<file path="src/rtl/fetch_ctrl.sv">
// ---------------------------------------------------------------------------
// fetch_ctrl -- instruction fetch controller with a small registered queue.
//
// Fetches 32-bit words from a combinationally read ROM at fetch_pc, queues
// {instr, pc} pairs and presents the queue head to the core through a
// valid/ready handshake. Redirects flush the queue and restart fetch;
// misaligned redirects and fetches beyond the ROM halt the fetcher with
// fetch_fault raised until an aligned, in-range redirect arrives.
//
// Configuration macro:
//   FETCH_PREFETCH_EN  defined   -> two-entry queue (fetch runs ahead)
//                      undefined -> one-entry queue
//
// Parameters:
//   RESET_PC   first fetch address after reset
//   ROM_WORDS  number of 32-bit words in the ROM
//
// Ports:
//   clk             clock, rising edge
//   reset           asynchronous active-high reset
//   enable          permits new ROM fetches
//   rom_addr        byte address to ROM (word index rom_addr[31:2])
//   rom_data        ROM word for rom_addr, same cycle
//   instr_valid     queue head holds an instruction
//   instr_ready     core accepts head this cycle
//   instr           head instruction word
//   instr_pc        byte address of head instruction
//   redirect_valid  one-cycle fetch restart request
//   redirect_pc     restart address
//   fetch_fault     high while halted on a fault
// ---------------------------------------------------------------------------
module fetch_ctrl #(
    parameter logic [31:0] RESET_PC  = 32'h0000_0000,
    parameter int unsigned ROM_WORDS = 256
) (
    input  logic        clk,
    input  logic        reset,
    input  logic        enable,
    output logic [31:0] rom_addr,
    input  logic [31:0] rom_data,
    output logic        instr_valid,
    input  logic        instr_ready,
    output logic [31:0] instr,
    output logic [31:0] instr_pc,
    input  logic        redirect_valid,
    input  logic [31:0] redirect_pc,
    output logic        fetch_fault
);

`ifdef FETCH_PREFETCH_EN
    localparam int unsigned DEPTH = 2;
`else
    localparam int unsigned DEPTH = 1;
`endif

    // One past the last valid byte address; 33 bits so large ROMs cannot wrap.
    localparam logic [32:0] PC_LIMIT = 33'(ROM_WORDS) * 33'd4;

    typedef enum logic [1:0] {
        IDLE = 2'd0,
        RUN  = 2'd1,
        HALT = 2'd2
    } state_t;

    state_t      state;
    logic [31:0] fetch_pc;

    // Queue: head slot drives the outputs directly; tail slot only fills
    // when the two-entry configuration is built.
    logic        head_valid;
    logic [31:0] head_instr;
    logic [31:0] head_pc;
    logic        tail_valid;
    logic [31:0] tail_instr;
    logic [31:0] tail_pc;

    logic pop;
    logic slot_free;
    logic fetch_try;
    logic fetch_in_range;
    logic push;
    logic fetch_oob;
    logic redirect_aligned;
    logic redirect_in_range;

    // Handshake and fetch qualification
    always_comb begin
        pop               = head_valid & instr_ready;
        // A popping head frees a slot in the same cycle, even when full.
        slot_free         = (DEPTH == 32'd2) ? (~tail_valid | pop) : (~head_valid | pop);
        fetch_try         = (state == RUN) & enable & ~redirect_valid & slot_free;
        fetch_in_range    = ({1'b0, fetch_pc} < PC_LIMIT);
        push              = fetch_try & fetch_in_range;
        fetch_oob         = fetch_try & ~fetch_in_range;
        redirect_aligned  = (redirect_pc[1:0] == 2'b00);
        redirect_in_range = ({1'b0, redirect_pc} < PC_LIMIT);
    end

    // State, fetch pointer and queue
    always_ff @(posedge clk or posedge reset) begin
        if (reset) begin
            state       <= IDLE;
            fetch_pc    <= RESET_PC;
            fetch_fault <= 1'b0;
            head_valid  <= 1'b0;
            head_instr  <= 32'd0;
            head_pc     <= 32'd0;
            tail_valid  <= 1'b0;
            tail_instr  <= 32'd0;
            tail_pc     <= 32'd0;
        end else if (redirect_valid) begin
            // Redirect overrides push and pop: everything queued is discarded.
            head_valid <= 1'b0;
            tail_valid <= 1'b0;
            if (!redirect_aligned) begin
                state       <= HALT;
                fetch_fault <= 1'b1;
            end else begin
                fetch_pc <= redirect_pc;
                if (state == HALT) begin
                    // Only a target inside the ROM releases the halt.
                    if (redirect_in_range) begin
                        state       <= RUN;
                        fetch_fault <= 1'b0;
                    end
                end else begin
                    state <= enable ? RUN : IDLE;
                end
            end
        end else begin
            // Queue movement; pop is applied before push.
            unique case ({push, pop})
                2'b10: begin
                    if (!head_valid) begin
                        head_valid <= 1'b1;
                        head_instr <= rom_data;
                        head_pc    <= fetch_pc;
                    end else begin
                        tail_valid <= 1'b1;
                        tail_instr <= rom_data;
                        tail_pc    <= fetch_pc;
                    end
                end
                2'b01: begin
                    head_valid <= tail_valid;
                    tail_valid <= 1'b0;
                    if (tail_valid) begin
                        head_instr <= tail_instr;
                        head_pc    <= tail_pc;
                    end
                end
                2'b11: begin
                    // Occupancy unchanged: shift tail forward if present.
                    if (tail_valid) begin
                        head_instr <= tail_instr;
                        head_pc    <= tail_pc;
                        tail_instr <= rom_data;
                        tail_pc    <= fetch_pc;
                    end else begin
                        head_instr <= rom_data;
                        head_pc    <= fetch_pc;
                    end
                end
                default: begin
                end
            endcase

            if (push) begin
                fetch_pc <= fetch_pc + 32'd4;
            end

            unique case (state)
                IDLE: begin
                    if (enable) begin
                        state <= RUN;
                    end
                end
                RUN: begin
                    if (!enable) begin
                        state <= IDLE;
                    end else if (fetch_oob) begin
                        state       <= HALT;
                        fetch_fault <= 1'b1;
                    end
                end
                HALT: begin
                end
                default: begin
                    state       <= IDLE;
                    fetch_fault <= 1'b0;
                end
            endcase
        end
    end

    assign rom_addr    = fetch_pc;
    assign instr_valid = head_valid;
    assign instr       = head_instr;
    assign instr_pc    = head_pc;

endmodule

</file>
<file path="config.mk">
export PLATFORM = sky130hd
export DESIGN_NAME = fetch_ctrl
export DESIGN_NICKNAME = d
export VERILOG_FILES = /design/src/rtl/fetch_ctrl.sv
export SDC_FILE = /design/constraint.sdc
export NUM_CORES = 1
export LEC_CHECK = 0
export BUFFER_PORTS_ARGS = -buffer_cell sky130_fd_sc_hd__buf_2
export CORE_ASPECT_RATIO = 1.5
export CORE_MARGIN = 10
export CORE_UTILIZATION = 50
export DETAILED_ROUTE_END_ITERATION = 12
export PLACE_DENSITY = 0.83
export SLEW_MARGIN = 25
export SYNTH_ARGS = -nofsm -noshare
export SYNTH_HDL_FRONTEND = slang
export SYNTH_SLANG_ARGS = --single-unit
</file>
<file path="constraint.sdc">
create_clock -name clk -period 6.6 [get_ports clk]
set_input_delay 1.32 -clock clk [delete_from_list [all_inputs] [get_ports clk]]
set_output_delay 1.32 -clock clk [all_outputs]
set_load 0.005 [all_outputs]
</file>
# Yosys cells after proc, flatten, opt, wreduce, memory -nomap -nowiden
# Cells that the tools add are included.
[classes] bitwise_logic=10 n_reduce_logical=13 n_lt_le_gt_ge=2 n_eq_ne=20 add_sub_neg=1 muxes=38
[op_table] cell="two-way mux 32 bit" count=13
[op_table] cell="case mux 32 bit (3 select lines)" count=2
[op_table] cell="case mux 32 bit (2 select lines)" count=2
[op_table] cell="less-than comparator 32 x 11 -> 1 bit (second input constant)" count=2
[op_table] cell="adder 32 x 3 -> 32 bit (second input constant)" count=1
[op_table] cell="inequality test 3 bit (second input constant)" count=5
[op_table] cell="two-way mux 2 bit" count=7
[op_table] cell="AND reduction 4 bit" count=3
[op_table] cell="two-way mux 1 bit" count=10
[op_table] cell="inequality test 2 bit (second input constant)" count=5
[op_table] cell="bitwise AND 1 bit" count=6
[op_table] cell="equality test 2 bit (second input constant)" count=3
[op_table] cell="inequality test 3 x 2 -> 1 bit (second input constant)" count=2
[op_table] cell="case mux 1 bit (2 select lines)" count=3
[op_table] cell="case mux 2 bit (3 select lines)" count=1
[op_table] cell="nonzero test 3 bit" count=2
[op_table] cell="AND reduction 5 bit" count=1
[op_table] cell="equality test 2 x 1 -> 1 bit (second input constant)" count=2
[op_table] cell="zero test 2 bit" count=2
[op_table] cell="inequality test 2 x 1 -> 1 bit (second input constant)" count=2
[op_table] cell="inequality test 4 bit (second input constant)" count=1
[op_table] cell="AND reduction 2 bit" count=2
[op_table] cell="nonzero test 2 bit" count=2
[op_table] cell="NOT 1 bit" count=3
[op_table] cell="2 further kinds" count=2
[word_totals] in_bits=69 word_cells=93 output_inout_bits=98 reg_bits=165

# Depth between registers and ports, before layout
# Gate-level depths: netlist of the first run.
[logic_depth] ltp_word=9 ltp_mapped=8 mapped_depth_nobuf=6

# Worst setup path before layout of the first run
# Ideal clock, no wire load.
[synth_timing] kind="input to register" start="in redirect_valid" end="reg tail_instr[0]" cell_stages=6 arrival_ns=2.798 slack_ns=3.678 t_required_ns=6.475 path_cell_list="clkbuf_1 and4bb_4 nand4_1 nor3_4 buf_6 mux2_2"
[synth_via] elab_chain_cells=7 word_cells_on_any_way=11
[synth_rtl] item="from (decl)" line_no="45" text="input logic redirect_valid,"
[synth_rtl] item="NOT 1 bit (no line) (*)"
[synth_rtl] item="bitwise AND 1 bit (2 in series)" line_no="91" text="fetch_try = (state == RUN) & enable & ~redirect_valid & slot_free;"
[synth_rtl] item="bitwise AND 1 bit" line_no="93" text="push = fetch_try & fetch_in_range;"
[synth_rtl] item="equality test 2 bit" line_no="132" text="unique case ({push, pop})"
[synth_rtl] item="inequality test 2 bit (no line) / nonzero test 2 bit (equally long branches)"
[synth_rtl] item="AND reduction 4 bit (no line)"
[synth_rtl] item="to (signal assigned)" line_no="140" text="tail_instr <= rom_data;"
[synth_rtl] item="to (signal assigned)" line_no="157" text="tail_instr <= rom_data;"
[synth_rtl] item="to (decl)" line_no="74" text="logic [31:0] tail_instr;"
# Mark *: on every way between the ends. The rest lies on a longest branch, timed or not.
# A chain may end at the register's enable or synchronous reset.

# Final worst setup path of the first run
[layout_timing] start="in redirect_valid" end="reg fetch_pc[2] (netlist: rom_addr[2])"
[layout_via] elab_chain_cells=6 word_cells_on_any_way=8
[layout_rtl] item="NOT 1 bit (no line)"
[layout_rtl] item="bitwise AND 1 bit (2 in series)" line_no="91"
[layout_rtl] item="bitwise AND 1 bit" line_no="93"
[layout_rtl] item="nonzero test 2 bit (no line)"
[layout_rtl] item="AND reduction 2 bit (no line)"
[layout_rtl] item="to (signal assigned)" line_no="119" text="fetch_pc <= redirect_pc;"
[layout_rtl] item="to (signal assigned)" line_no="169" text="fetch_pc <= fetch_pc + 32'd4;"
[layout_rtl] item="to (decl)" line_no="66" text="logic [31:0] fetch_pc;"
# Parallel ways exist; a longest one is shown, timed or not.

==> results of run 1 <==
worst max-delay path: stages:
cell and delay [ps]:
buf_2 240, and4bb_4 410, nand2_1 140, nor3_4 530
buf_4 430, nor3_1 90, a311oi_1 270
layer usage:
metal	part of all wire [%]	up-vias	track usage (%)	routed length, um
met3	6.9	39	5.88	1300
met4	2.5	0	7.89	476
li1	-	2535	-	-
met1	40	2822	23.3	7570
met2	51	212	33.4	9550
met5	0	-	0	0
layout make-up:
class                      instances  area, um^2
tap                              162         203
inverter                           6        27.5
sequential                       165        4130
clock inverter                    14         186
clock buffer                      18         439
timing repair buffer             174         898
antenna                            2        5.00
fill                            1062        5050
multi-input combinational        391        2660
final timing paths:
path / end / cells after the start / slack (ps) / from
max in group asynchronous: tail_pc[31] / 3 / 4150 / reset
hold reg to reg: fetch_fault / 1 / 490 / fetch_fault
setup / recovery: rom_addr[2] / 7 / 3470 / redirect_valid
setup reg to reg: instr[25] / 5 / 3560 / rom_addr[16]
hold / removal: fetch_fault / 1 / 490 / fetch_fault
min in group asynchronous: instr[20] / 2 / 1100 / reset
metrics by stage:
stage	total power, mW	area [um^2]
floorplan	1.20	7000
global placement	1.29	7900
detailed placement	1.30	7920
CTS	2.34	8540
global route	2.42	8540
finish	2.32	8550
cell families after synthesis:
kind of cell | after synthesis | share of synthesized area (%)
mux | 44 | 7.06
flops | 165 | 59.0
simple gates | 251 | 18.7
compound gates | 95 | 11.6
fa+ha+maj | 1 | 0.179
buf+inv | 50 | 3.47
layout by cell type (no fill, tap or decap), drive strengths merged, types with 10 or more instances in the layout:
cell and instances:
o221a 42, dfrtp 165, buf 174, nor2b 23, o21ai 15, nor4 10, mux2 43, nor3 54
nand2 53, clkbuf 18, or3 44, nor2 36, a21oi 12, inv 13
sequential cells by signal, summed over array words and instances, names as in the netlist:
register     flops
fetch_fault      1
instr           32
instr_pc        32
instr_valid      1
rom_addr        32
state            2
tail_instr      32
tail_pc         32
tail_valid       1
power breakdown:
group          total [mW]  internal (mW)  switching [mW]
Clock                1.04          0.618           0.421
Sequential           1.10           1.05          0.0515
Combinational       0.182         0.0794           0.103
==> metrics.md, run 1 <==
| Metric | Value |
|---|---|
| Nets | about 830 |
| Synth area leader | dfrtp_1 |
| Die Y | 165 um |
| Number of max-cap violations | 0 |
| Period utilization | a little under half |
| Slew Limit Headroom | 36.6% |
| Static leakage | around 4.6 nW |
| Final min period | around 3100 ps |
| # IOs | roughly 170 |
| First-pass GRT wire length | 30.5 mm |
| Clk Latency, worst-skew pair | between 400 and 500 ps |
| Layout overhead on the synthesized area | 22.0% |
| Cts repair resizes | 0 |
| CP Data Required Time | about 6900 ps |
| Aggregate global routing overflow | 0 |
| Gpl congestion | 0.846 |
| Async set-reset flop share out of synthesis | 100% |
| RSZ-0062 raised after global routing | false |
| Top cells by area, synth | dfrtp_1 59%, o221a_2 6.8%, mux2_2 5.5% |
| Final setup fails | 0 |
| Peak Freq | 319 MHz |
| Core Util, Final | roughly 63% |
| Clock tree sinks | approximately 170 |
| Hold Slack | slightly below 500 ps |
| Fin cells | a little over 900 |
| Commonest cells post-synth | 165 x dfrtp_1, 52 x nand2_1, 52 x nor3_1 |
| Crit end category | flip-flop |
| H-Tree Depth | 4 |
| Drt first-iter violations | between 500 and 600 |
| Hold_buf cts | 0 |
| Top-area cell type share of the netlist area | just under 60% |
| Largest net degree at the start of global routing | approximately 100 |
| Layout cells sized above 1 | 38.0% |
| Main flop type after synthesis | dfrtp_1 |
| Full die area | between 0.015 and 0.02 mm^2 |
| Clock Tree Buf Depth | 2 |
| Drt drc | 0 |
| Via/cell ratio | between 6 and 7 |
| Worst slew pin tran | 950 ps |
| Syn nets | just under 700 |
| DR vias | about 5,600 |
| Fin. max-slew vios | 0 |
| Port bufs | roughly 170 |
| Worst-path clk slew | ~70 ps |
| Starting Density | 51.5% |
| Most common cell in the netlist | dfrtp_1 |
| Die X-Extent | around 120 um |
| Routed length per instance | roughly 20 um |
| Initial antenna violation count | 1 |
| CTS root buf | clkbuf_16 |
| Status | finished, final reports clean |
| Post-Syn Area | 0.00700 mm^2 |
| Drt pass-1 iters | 5 |
| Post-route setup slack | ~3500 ps |
| Final Hold Viols | 0 |
| Routed WL | about 19 mm |
| DP HPWL | roughly 13 mm |
| Post-CTS Setup Repair Bufs | 0 |
| DP Cell Count | between 800 and 900 |
| Synth unique cells | 52 |
| Core Box Area | 0.0136 mm^2 |
| Routed Antenna Nets | 0 |
| Type of the tightest min-delay check | reg -> reg |
| Yosys warning count | 0 |
| Final Skew | between 10 and 15 ps |
| Gate Count Post-Synth | between 600 and 700 |
| Worst vdd ir | 0.143 mV |
| Setup WS pre-CTS | between 3000 and 4000 ps |
| Kind of critical path | in -> reg |
| Mapped Avg Cell Area | about 12 um^2 |
| Register bit total from synthesis | ~170 |
| Setup TNS | 0 ps |
| Worst setup SP type | input port |
| Arr. time, crit path | 3440 ps |
| Global Route Usage Sum | 19.9% |
| EDFF count, synth | 0 |
| Vias in the first global route | between 5,000 and 6,000 |
| CTS tree | built |
| Crit-path max FO | 36 |
| Post-synthesis sequential area ratio | between 50 and 60% |
| CTS Buf Count | 17 |
| Cell row count | between 50 and 60 |
| Pwr/cell area | 271 mW/mm^2 |
Note: power is estimated with default switching activity, not from simulation.
==> run 2, diff against run 1 <==
--- a/config.mk
+++ b/config.mk
@@ -5,12 +5,13 @@
 export SDC_FILE = /design/constraint.sdc
 export NUM_CORES = 1
 export LEC_CHECK = 0
+export ABC_AREA = 1
 export BUFFER_PORTS_ARGS = -buffer_cell sky130_fd_sc_hd__buf_2
 export CORE_ASPECT_RATIO = 1.5
 export CORE_MARGIN = 10
 export CORE_UTILIZATION = 50
 export DETAILED_ROUTE_END_ITERATION = 12
-export PLACE_DENSITY = 0.83
+export PLACE_DENSITY = 0.8
 export SLEW_MARGIN = 25
 export SYNTH_ARGS = -nofsm -noshare
 export SYNTH_HDL_FRONTEND = slang
==> constraint.sdc (replaced) <==
create_clock -name clk -period 3.2 [get_ports clk]
set_input_delay 0.64 -clock clk [delete_from_list [all_inputs] [get_ports clk]]
set_output_delay 0.64 -clock clk [all_outputs]
set_load 0.005 [all_outputs]
==> run 2 against run 1 <==
- worst hold slack got worse by 260 ps
- final cell count rose by 85%
- worst setup slack got worse by 2600 ps
==> metrics.md, run 2 <==
| Metric | Value |
|---|---|
| Commonest cells post-synth | 428 x nand2_1, 165 x dfrtp_1, 164 x nand3_1 |
| Crit end category | flip-flop |
| Worst r2r path cells | 7 (+2) |
| Hold Slack | 229 ps (-257 ps) |
| Clk Latency, worst-skew pair | 440 ps (+20 ps) |
| EDFF count, synth | 0 (unchanged) |
| R2R Path Start | instr_valid |
| H-Tree Depth | 4 (unchanged) |
| Worst-path clk slew | 70 ps (about the same) |
| CTS root buf | clkbuf_16 |
| Worst setup SP type | flip-flop |
| Setup TNS | 0 ps (unchanged) |
| Static leakage | 5.84 nW (+27%) |
| Worst vdd ir | 0.326 mV (+130%) |
| Drt pass-1 iters | 5 (unchanged) |
| Commonest non-fill, non-tap cell in the layout | nand2_1 |
| Crit path to | instr[17] |
| Met2 Use GR | 39.2% (+5.8 points) |
| RSZ-0062 raised after global routing | false |
| Initial antenna violation count | 0 (-1) |
| Final setup fails | 0 (unchanged) |
| Fin cells | 1,723 (+85%) |
| Yosys warning count | 0 (unchanged) |
| Largest net degree at the start of global routing | 85 (-18%) |
| Most frequent cells in the layout | 426 x nand2_1, 166 x buf_2, 164 x nand3_1, 164 x dfrtp_1, 114 x o21ai_0 |
| DR vias | 9,855 (+76%) |
| Reg2Reg Setup Slack | 880 ps (-2680 ps) |
| Layout cells sized above 1 | 16.6% (-21 points) |
| Mapped Avg Cell Area | 7.12 um^2 (-38%) |
| Synth Area in Adders | 0.130% (-0.049 points) |
| Fin. max-slew vios | 0 (unchanged) |
| Synth area leader | dfrtp_1 |
| Xor/xnor cell area share of the yosys netlist | 0.0909% (+0.091 points) |
| Number of max-cap violations | 0 (unchanged) |
| DP HPWL | 19.9 mm (+51%) |
| Layer with the highest usage | met2 |
| Post-CTS Setup Repair Bufs | 0 (unchanged) |
| Clock tree sinks | 165 (unchanged) |
| Worst R2R End | instr[17] |
| Vias in the first global route | 9,412 (+60%) |
| Die X-Extent | 133 um (+14%) |
| CP startpoint | instr_valid |
| Hold_buf cts | 0 (unchanged) |
| Core Box Area | 0.0191 mm^2 (+40%) |
| Die Y | 190 um (+15%) |
| # IOs | 167 (unchanged) |
| Arr. time, crit path | 2690 ps (-750 ps) |
| Pwr/cell area | 462 mW/mm^2 (+70%) |
| Routed WL | 30.0 mm (+59%) |
| Aggregate global routing overflow | 0 (unchanged) |
| Synth unique cells | 33 (-37%) |
| Top-area cell type share of the netlist area | 42.9% (-16 points) |
| Full die area | 0.0253 mm^2 (+32%) |
| Post-synthesis sequential area ratio | 42.9% (-16 points) |
| Final Hold Viols | 0 (unchanged) |
| Core Util, Final | 58.5% (-4.4 points) |
| Starting Density | 50.5% (-1.0 points) |
| Drt first-iter violations | 1,116 (+120%) |
| Worst slew pin tran | 896 ps (-53.8 ps) |
| Final instance area | 0.0112 mm^2 (+31%) |
| Nets | 1,524 (+85%) |
| Syn nets | 1,422 (+110%) |
| Gpl congestion | 0.918 (+8.6%) |
| Met3 Track Usage GR | 6.18% (+0.30 points) |
| Final Skew | 8.23 ps (-2.27 ps) |
| CTS Buf Count | 17 (unchanged) |
| Layout overhead on the synthesized area | 15.9% |
| Via/cell ratio | 5.72 (-4.9%) |
| Async set-reset flop share out of synthesis | 100% (unchanged) |
| Port bufs | 166 (unchanged) |
| Placed inst area | 0.0106 mm^2 (+33%) |
| Main flop type after synthesis | dfrtp_1 |
| Largest family of logic cells by synthesized area | simple AND/OR/NAND/NOR gates |
| Peak Freq | between 400 and 500 MHz |
| Kind of critical path | reg -> reg |
| CTS tree | built |
| Post-synthesis compound-gate area fraction | 13.7% (+2.1 points) |
| DP Cell Count | 1,691 (+88%) |
| Routed length per instance | 17.4 um (-14%) |
| Met1 global-route usage | 27.6% (+4.3 points) |
| Most common cell in the netlist | nand2_1 |
| First-pass GRT wire length | 48.7 mm (+60%) |
| Clock Tree Buf Depth | 2 (unchanged) |
| Status | finished, final reports clean |
| Gate Count Post-Synth | 1,352 (+120%) |
| N_diodes | 0 (-2) |
| CP Data Required Time | 3580 ps (-3330 ps) |
| Global Route Usage Sum | 23.4% (+3.5 points) |
| Drt drc | 0 (unchanged) |
| Period utilization | 72.4% |
| Top cells by area, synth | dfrtp_1 43%, nand2_1 17%, nand3_1 8.5% |
| Post-Syn Area | 0.00963 mm^2 (+38%) |
| Post-synthesis mux area share | 0.117% (-6.9 points) |
| Register bit total from synthesis | 165 (unchanged) |
| Cell row count | 62 (+19%) |
| Final min period | around 2300 ps |
| Routed Antenna Nets | 0 (unchanged) |
| Slew Limit Headroom | 40.0% (+3.4 points) |
| Type of the tightest min-delay check | in -> async |
| Cts repair resizes | 0 (unchanged) |
| Post-synthesis simple-gate area fraction | 33.5% (+15 points) |
| Crit-path max FO | 50 (+39%) |
run 2: where the power goes:
part,total [mW],internal (mW),switching [mW]
Combinational,0.753,0.272,0.481
Sequential,2.31,2.17,0.137
Clock,2.10,1.20,0.899
run 2: layout make-up:
| cell class | instances | area [um^2] |
|---|---|---|
| inverters | 114 | 437 |
| fillers | 1810 | 7920 |
| repair buffers | 188 | 1070 |
| clock buffers | 20 | 457 |
| clock inverters | 12 | 144 |
| well taps | 256 | 320 |
| flip-flops and latches | 165 | 4130 |
| multi-input cells | 968 | 4600 |
run 2: stage by stage:
step / power [mW] / worst slack [ps]
floorplan: 2.75 / 461
global placement: 3.08 / 703
detailed placement: 3.09 / 618
CTS: 5.19 / 919
global route: 5.40 / 690
finish: 5.16 / 884
run 2: worst min path at each step:
stage	cells after the start	start	slack [ps]	endpoint
floorplan	2	tail_pc[10]	450	tail_pc[10]
global placement	2	tail_pc[13]	470	tail_pc[13]
detailed placement	2	tail_pc[14]	480	tail_pc[14]
CTS	2	reset	230	instr[29]
global route	2	reset	240	instr[29]
finish	2	reset	230	instr[29]
run 2: metal layers:
layer	vias up	routed length, um
li1	4707	-
met1	4666	11600
met2	416	15100
met3	66	2210
met4	0	1120
met5	-	0
run 2: logic make-up (layout without fill, tap and decap cells):
family	after synthesis	after routing
buf+inv	219	334
mux	1	1
simple gates	744	744
flops	165	165
xor+xnor	1	1
compound gates	221	221
fa+ha+maj	1	1
run 2: critical path, stage by stage (launching register included):
cell	delay (ps)
dfrtp_1	450
nand2_4	310
inv_4	510
buf_4	530
nand4_1	150
nand3_1	130
nand2_1	60
nand2_1	100
